File: src/rtl/fetch_sequencer_if.sv
// Fetch-sequencer bus: redirect/stall controls in, fetch address and slot tag out.
// The master drives the redirect controls; the slave is the sequencer.
interface fetch_sequencer_if #(
  parameter int unsigned AW = 16
);
  logic          stall;
  logic          kill;
  logic          branch_taken;
  logic [AW-1:0] branch_target;
  logic          jump_valid;
  logic          jump_link;
  logic [AW-1:0] jump_target;
  logic [AW-1:0] link_addr;
  logic          ret;
  logic [AW-1:0] pc;
  logic          inst_valid;
  logic [AW-1:0] inst_pc;
  logic          ras_overflow;
  logic          ras_underflow;

  modport master (
    output stall, kill, branch_taken, branch_target, jump_valid, jump_link,
           jump_target, link_addr, ret,
    input  pc, inst_valid, inst_pc, ras_overflow, ras_underflow
  );

  modport slave (
    input  stall, kill, branch_taken, branch_target, jump_valid, jump_link,
           jump_target, link_addr, ret,
    output pc, inst_valid, inst_pc, ras_overflow, ras_underflow
  );
endinterface

File: src/rtl/fetch_sequencer.sv
// PC controller for a registered-read instruction memory, with a circular
// return-address stack and a valid/PC tag aligned to the memory output slot.
module fetch_sequencer #(
  parameter int unsigned    AW        = 16,
  parameter int unsigned    RAS_DEPTH = 8,
  parameter logic [AW-1:0]  RESET_PC  = '0
) (
  input  logic                 clk,
  input  logic                 reset,
  fetch_sequencer_if.slave     bus
);

  localparam int unsigned PW = $clog2(RAS_DEPTH);
  localparam int unsigned CW = PW + 1;

  logic [AW-1:0] pc_q, pc_d;
  logic          inst_valid_q, inst_valid_d;
  logic [AW-1:0] inst_pc_q, inst_pc_d;
  logic [PW-1:0] top_q, top_d;
  logic [CW-1:0] count_q, count_d;
  logic          ovf_q, ovf_d;
  logic          unf_q, unf_d;
  logic [AW-1:0] ras_q [RAS_DEPTH];

  logic          push_c;
  logic [PW-1:0] push_ptr_c;
  logic          ras_full_c;
  logic          ras_empty_c;

  assign push_ptr_c  = top_q + PW'(1);
  assign ras_full_c  = (count_q == CW'(RAS_DEPTH));
  assign ras_empty_c = (count_q == '0);

  // Next-state selection: branch > ret > jump, then stall, then sequential.
  always_comb begin
    pc_d         = pc_q;
    inst_valid_d = inst_valid_q;
    inst_pc_d    = inst_pc_q;
    top_d        = top_q;
    count_d      = count_q;
    ovf_d        = ovf_q;
    unf_d        = unf_q;
    push_c       = 1'b0;

    if (bus.branch_taken) begin
      pc_d         = bus.branch_target;
      inst_valid_d = 1'b0;
    end else if (bus.ret) begin
      inst_valid_d = 1'b0;
      if (ras_empty_c) begin
        pc_d  = RESET_PC;
        unf_d = 1'b1;
      end else begin
        pc_d    = ras_q[top_q];
        top_d   = top_q - PW'(1);
        count_d = count_q - CW'(1);
      end
    end else if (bus.jump_valid) begin
      pc_d         = bus.jump_target;
      inst_valid_d = 1'b0;
      if (bus.jump_link) begin
        push_c = 1'b1;
        top_d  = push_ptr_c;
        // A full stack drops its oldest entry, which sits exactly at top+1.
        if (ras_full_c) begin
          ovf_d = 1'b1;
        end else begin
          count_d = count_q + CW'(1);
        end
      end
    end else if (bus.stall) begin
      if (bus.kill) begin
        inst_valid_d = 1'b0;
      end
    end else begin
      pc_d         = pc_q + AW'(1);
      inst_pc_d    = pc_q;
      inst_valid_d = ~bus.kill;
    end
  end

  always_ff @(posedge clk) begin
    if (reset) begin
      pc_q         <= RESET_PC;
      inst_valid_q <= 1'b0;
      inst_pc_q    <= '0;
      top_q        <= '0;
      count_q      <= '0;
      ovf_q        <= 1'b0;
      unf_q        <= 1'b0;
    end else begin
      pc_q         <= pc_d;
      inst_valid_q <= inst_valid_d;
      inst_pc_q    <= inst_pc_d;
      top_q        <= top_d;
      count_q      <= count_d;
      ovf_q        <= ovf_d;
      unf_q        <= unf_d;
    end
  end

  // Stack storage needs no reset; count_q decides which entries are live.
  always_ff @(posedge clk) begin
    if (!reset && push_c) begin
      ras_q[push_ptr_c] <= bus.link_addr;
    end
  end

  assign bus.pc            = pc_q;
  assign bus.inst_valid    = inst_valid_q;
  assign bus.inst_pc       = inst_pc_q;
  assign bus.ras_overflow  = ovf_q;
  assign bus.ras_underflow = unf_q;

endmodule

File: src/flat_wrapper.sv
// flat-port wrapper written by rule: the top's interface ports become plain ports
module fetch_sequencer_flat 
#(
  parameter int unsigned    AW        = 16,
  parameter int unsigned    RAS_DEPTH = 8,
  parameter logic [AW-1:0]  RESET_PC  = '0
)
  (clk, reset, bus_stall, bus_kill, bus_branch_taken, bus_branch_target, bus_jump_valid, bus_jump_link, bus_jump_target, bus_link_addr, bus_ret, bus_pc, bus_inst_valid, bus_inst_pc, bus_ras_overflow, bus_ras_underflow);
  fetch_sequencer_if #(.AW(AW)) bus_i ();
  input  logic clk;
  input  logic reset;
  input wire logic [$bits(bus_i.stall)-1:0] bus_stall;
  input wire logic [$bits(bus_i.kill)-1:0] bus_kill;
  input wire logic [$bits(bus_i.branch_taken)-1:0] bus_branch_taken;
  input wire logic [$bits(bus_i.branch_target)-1:0] bus_branch_target;
  input wire logic [$bits(bus_i.jump_valid)-1:0] bus_jump_valid;
  input wire logic [$bits(bus_i.jump_link)-1:0] bus_jump_link;
  input wire logic [$bits(bus_i.jump_target)-1:0] bus_jump_target;
  input wire logic [$bits(bus_i.link_addr)-1:0] bus_link_addr;
  input wire logic [$bits(bus_i.ret)-1:0] bus_ret;
  output wire logic [$bits(bus_i.pc)-1:0] bus_pc;
  output wire logic [$bits(bus_i.inst_valid)-1:0] bus_inst_valid;
  output wire logic [$bits(bus_i.inst_pc)-1:0] bus_inst_pc;
  output wire logic [$bits(bus_i.ras_overflow)-1:0] bus_ras_overflow;
  output wire logic [$bits(bus_i.ras_underflow)-1:0] bus_ras_underflow;
  assign bus_i.stall = bus_stall;
  assign bus_i.kill = bus_kill;
  assign bus_i.branch_taken = bus_branch_taken;
  assign bus_i.branch_target = bus_branch_target;
  assign bus_i.jump_valid = bus_jump_valid;
  assign bus_i.jump_link = bus_jump_link;
  assign bus_i.jump_target = bus_jump_target;
  assign bus_i.link_addr = bus_link_addr;
  assign bus_i.ret = bus_ret;
  assign bus_pc = bus_i.pc;
  assign bus_inst_valid = bus_i.inst_valid;
  assign bus_inst_pc = bus_i.inst_pc;
  assign bus_ras_overflow = bus_i.ras_overflow;
  assign bus_ras_underflow = bus_i.ras_underflow;
  fetch_sequencer #(.AW(AW), .RAS_DEPTH(RAS_DEPTH), .RESET_PC(RESET_PC)) u_core (.clk(clk), .reset(reset), .bus(bus_i));
endmodule
File: config.mk
export PLATFORM = sky130hd
export DESIGN_NAME = fetch_sequencer_flat
export DESIGN_NICKNAME = d
export VERILOG_FILES = /design/src/rtl/fetch_sequencer_if.sv /design/src/rtl/fetch_sequencer.sv /design/src/flat_wrapper.sv
export SDC_FILE = /design/constraint.sdc
export NUM_CORES = 1
export LEC_CHECK = 0
export ABC_AREA = 1
export CAP_MARGIN = 5
export CORE_MARGIN = 4
export CORE_UTILIZATION = 55
export CTS_BUF_LIST = sky130_fd_sc_hd__clkbuf_4 sky130_fd_sc_hd__clkbuf_8
export CTS_CLUSTER_DIAMETER = 60
export CTS_CLUSTER_SIZE = 14
export DETAILED_ROUTE_END_ITERATION = 6
export PLACE_DENSITY = 0.85
export SKIP_CTS_REPAIR_TIMING = 1
export SLEW_MARGIN = 20
export SYNTH_ARGS = -nofsm -noshare
export SYNTH_HDL_FRONTEND = slang
export SYNTH_SLANG_ARGS = --single-unit
File: constraint.sdc
create_clock -name clk -period 3.35 [get_ports clk]
set_input_delay 0.67 -clock clk [delete_from_list [all_inputs] [get_ports clk]]
set_output_delay 0.67 -clock clk [all_outputs]
set_load 0.005 [all_outputs]
==> key figures <==
Critical path
  – CP Cell Sequence: clkdlybuf4s50_1 > inv_4 > nand2_4 > inv_2 > nand3_2 > nor2_1 > nand2_1 > nor2_1 > buf_4
  – Crit end category: flip-flop
  – Crit path top cell by count: nor2_1
  – Worst-path fanout max: 16
  – Critical path launch point type: input pin
  – Worst path slowest cell: clkdlybuf4s50_1
  – Largest stage delay on the critical path: 0.52 ns
  – WP data required: 3.50 ns
  – Critical path class: input pin to flip-flop
  – Crit path DAT: 2.47 ns

Drt
  – Vias: 5936
  – Final WL: 17520 um
  – Vias per cell: 5.441
  – DR WL/cell: 16.05 um
  – DRT iter0 DRCs: 1025
  – First-pass DRT Iterations: 5
  – # DRC: 0
  – Antenna viol nets, final: 0

Run
  – Max-cap viol count: 0

Power and ir drop
  – Leak: 3.415 nW
  – Worst VDD drop: 0.4842 mV
  – PwrDens: 473.4 mW/mm2

Timing
  – Final period util: 0.6922
  – Worst Skew: 0.01099 ns
  – Worst-Margin Slew: just under 1 ns
  – Slew HR: 0.3571
  – Min Clock Period, post-route: 2.319 ns
  – # setup viols final: 0
  – Setup TNS: 0 ns
  – RSZ-0062 raised after global routing: false
  – Slew Limit Fails: 0
  – Final Hold Viols: 0
  – Fmax: 431.2 MHz

Cells and area
  – Final net count: 960
  – Share of layout cells above drive strength 1: 0.06806
  – Non-Filler Instances: 1091
  – Ant. Diodes: 0
  – Area growth, synth to finish: 17.58%
  – # fillers: 1050

Logic synthesis
  – Average size of a mapped cell: 9.479 um2
  – Synth Register Bits: roughly 170
  – Share of the yosys chip area belonging to registers: 0.6134
  – Syn Nets: 878
  – Yosys warns: 0
  – Biggest area consumer among synthesized cells: edfxtp_1
  – Synth unique cells: 37
  – Synth Cell Area: 0.007735 mm2
  – Top area cells in the synthesized netlist: edfxtp_1 (50%), dfxtp_1 (12%), nand2_1 (7.9%)
  – Synth top area share: 0.4969
  – Cells after Synth: between 800 and 900

CTS
  – Clk Tree Root Cell: clkbuf_8
  – Latest clock arrival within the worst-skew pair: 0.47 ns
  – Max Root-Sink Buffers: 2
  – H-tree depth: 4
  – Num CTS Buffers: 17
  – CTS tree: yes
  – CTS sink cnt: 173
  – Reg clk slew, reported paths: 0.08 ns

Floorplanning
  – Die width: 126.6 um
  – Die H: approximately 130 um
  – I/O Pins: 91
  – Die ar.: between 0.015 and 0.02 mm2
  – Core area: 0.01383 mm2
  – Core Rows: 43
  – Starting Density: 0.5594

Global route
  – First-pass GRT wire length: 28060 um
  – Initial antenna violation count: 0
  – Final global-route overflow total: 0
  – Largest net degree at the start of global routing: 69
  – Vias in the first global route: 5535
  – Gr usage total: 0.2242

Place
  – Buffers on Ports: 90
  – Detailed placer's ending HPWL: ~12000 um
  – Cells after DPL: between 1000 and 1500
  – RD Place Congestion: 0.9047

Hold path
  – Hold crit path type: flip-flop to flip-flop

Run status
  – Status: finished, final reports clean
## per-layer routing
layer  wire length [um]  vias to the layer above  global-route usage
met5                  0                        -                   0
met4                361                        0             0.07760
met3               1785                       29             0.06274
met2               7850                      312              0.3400
met1               7517                     2679              0.3133
li1                   -                     2916                   -
## cell type report
type | count | area, um2 | share of cell area
clock inverters | 13 | 113.9 | 0.01252
multi-input cells | 535 | 2492 | 0.2740
clock buffers | 19 | 249.0 | 0.02738
well taps | 180 | 225.2 | 0.02476
repair buffers | 105 | 1013 | 0.1114
inverters | 66 | 255.2 | 0.02806
flip-flops and latches | 173 | 4746 | 0.5218
## worst max-delay path: cells and delay by family
kind,cells,cell delay [ns]
AND/OR/NAND/NOR,5,0.78
buffers and inverters,4,1.00
## cells in the final DEF (no fill, tap or decap), drive strengths merged, types with 3 or more instances in the layout
| cell type | synthesis | final |
|---|---|---|
| nand2 | 165 | 165 |
| edfxtp | 128 | 128 |
| nor2 | 127 | 127 |
| clkdlybuf4s50 | 0 | 90 |
| o21ai | 79 | 79 |
| nand3 | 74 | 74 |
| inv | 65 | 70 |
| a21oi | 48 | 48 |
| dfxtp | 45 | 45 |
| clkbuf | 14 | 19 |
| o211ai | 16 | 16 |
| buf | 28 | 15 |
| clkinv | 1 | 8 |
| xnor2 | 5 | 5 |
| nand4 | 5 | 5 |
| ha | 5 | 5 |
| nor3 | 3 | 3 |
## where the power goes
part / internal (mW) / total, mW / switching [mW]
Combinational: 0.231 / 0.567 / 0.336
Sequential: 2.34 / 2.38 / 0.0471
Clock: 0.608 / 1.35 / 0.747
Total: 3.18 / 4.31 / 1.13
## logic make-up after synthesis
| kind of cell | after synthesis | share of synthesized area |
|---|---|---|
| compound gates | 146 | 0.1008 |
| xor+xnor | 6 | 0.006794 |
| fa+ha+maj | 6 | 0.01068 |
| buf+inv | 108 | 0.06438 |
| flops | 173 | 0.6134 |
| simple gates | 377 | 0.2040 |
## per-stage QoR
| stage | hold WS [ns] | util | power (mW) | area [um2] | worst slack [ns] |
|---|---|---|---|---|---|
| 5_1_grt | 0.5432 | 0.6578 | 4.503 | 9095 | 0.9069 |
| 4_1_cts | 0.4940 | 0.6578 | 4.317 | 9095 | 1.041 |
| 3_3_place_gp | 0.4575 | 0.6315 | 2.980 | 8732 | 0.5678 |
| 2_1_floorplan | 0.4650 | - | 2.771 | 7735 | 0.9167 |
| 6_report | 0.4858 | 0.6578 | 4.306 | 9095 | 1.031 |
| 3_5_place_dp | 0.4799 | 0.6315 | 2.992 | 8732 | 0.5527 |
## registers in the layout, summed over array words and instances (netlist names), named ones only
name                      count
u_core.top_q                  3
u_core.count_q                4
u_core.bus.inst_pc           16
u_core.bus.ras_underflow      1
u_core.bus.inst_valid         1
u_core.bus.pc                16
u_core.ras_q                128
u_core.bus.ras_overflow       1
## worst paths after layout
path | start | end | cells past startpoint | slack [ns]
setup reg to reg | flip-flop | u_core.bus.pc[2] | 5 | 1.45
hold reg to reg | u_core.bus.ras_underflow | u_core.bus.ras_underflow | 2 | 0.49
hold / removal | u_core.bus.ras_underflow | u_core.bus.ras_underflow | 2 | 0.49
setup / recovery | bus_branch_taken | u_core.ras_q[5][13] | 9 | 1.03
## cells in the mapped netlist
cell type,n
and2_1,1
nor2_2,1
nor3_2,1
a211oi_1,1
clkinv_4,1
xnor2_1,5
xor2_1,1
inv_1,60
nand3_1,71
o21ai_1,7
nor4_1,1
nand4_1,5
dfxtp_1,45
nand3_2,3
edfxtp_1,128
nand2_1,162
nand2_2,2
fa_1,1
buf_4,7
nor3_4,1
nor3_1,1
ha_1,5
o211ai_1,16
a21oi_1,48
o21ai_0,72
or2_2,1
a22o_1,1
buf_6,5
inv_4,1
clkbuf_2,2
nor2_1,126
o21a_1,1
clkbuf_1,12
inv_2,4
buf_2,15
buf_1,1
nand2_4,1
Power figures use the tool's default switching activity.
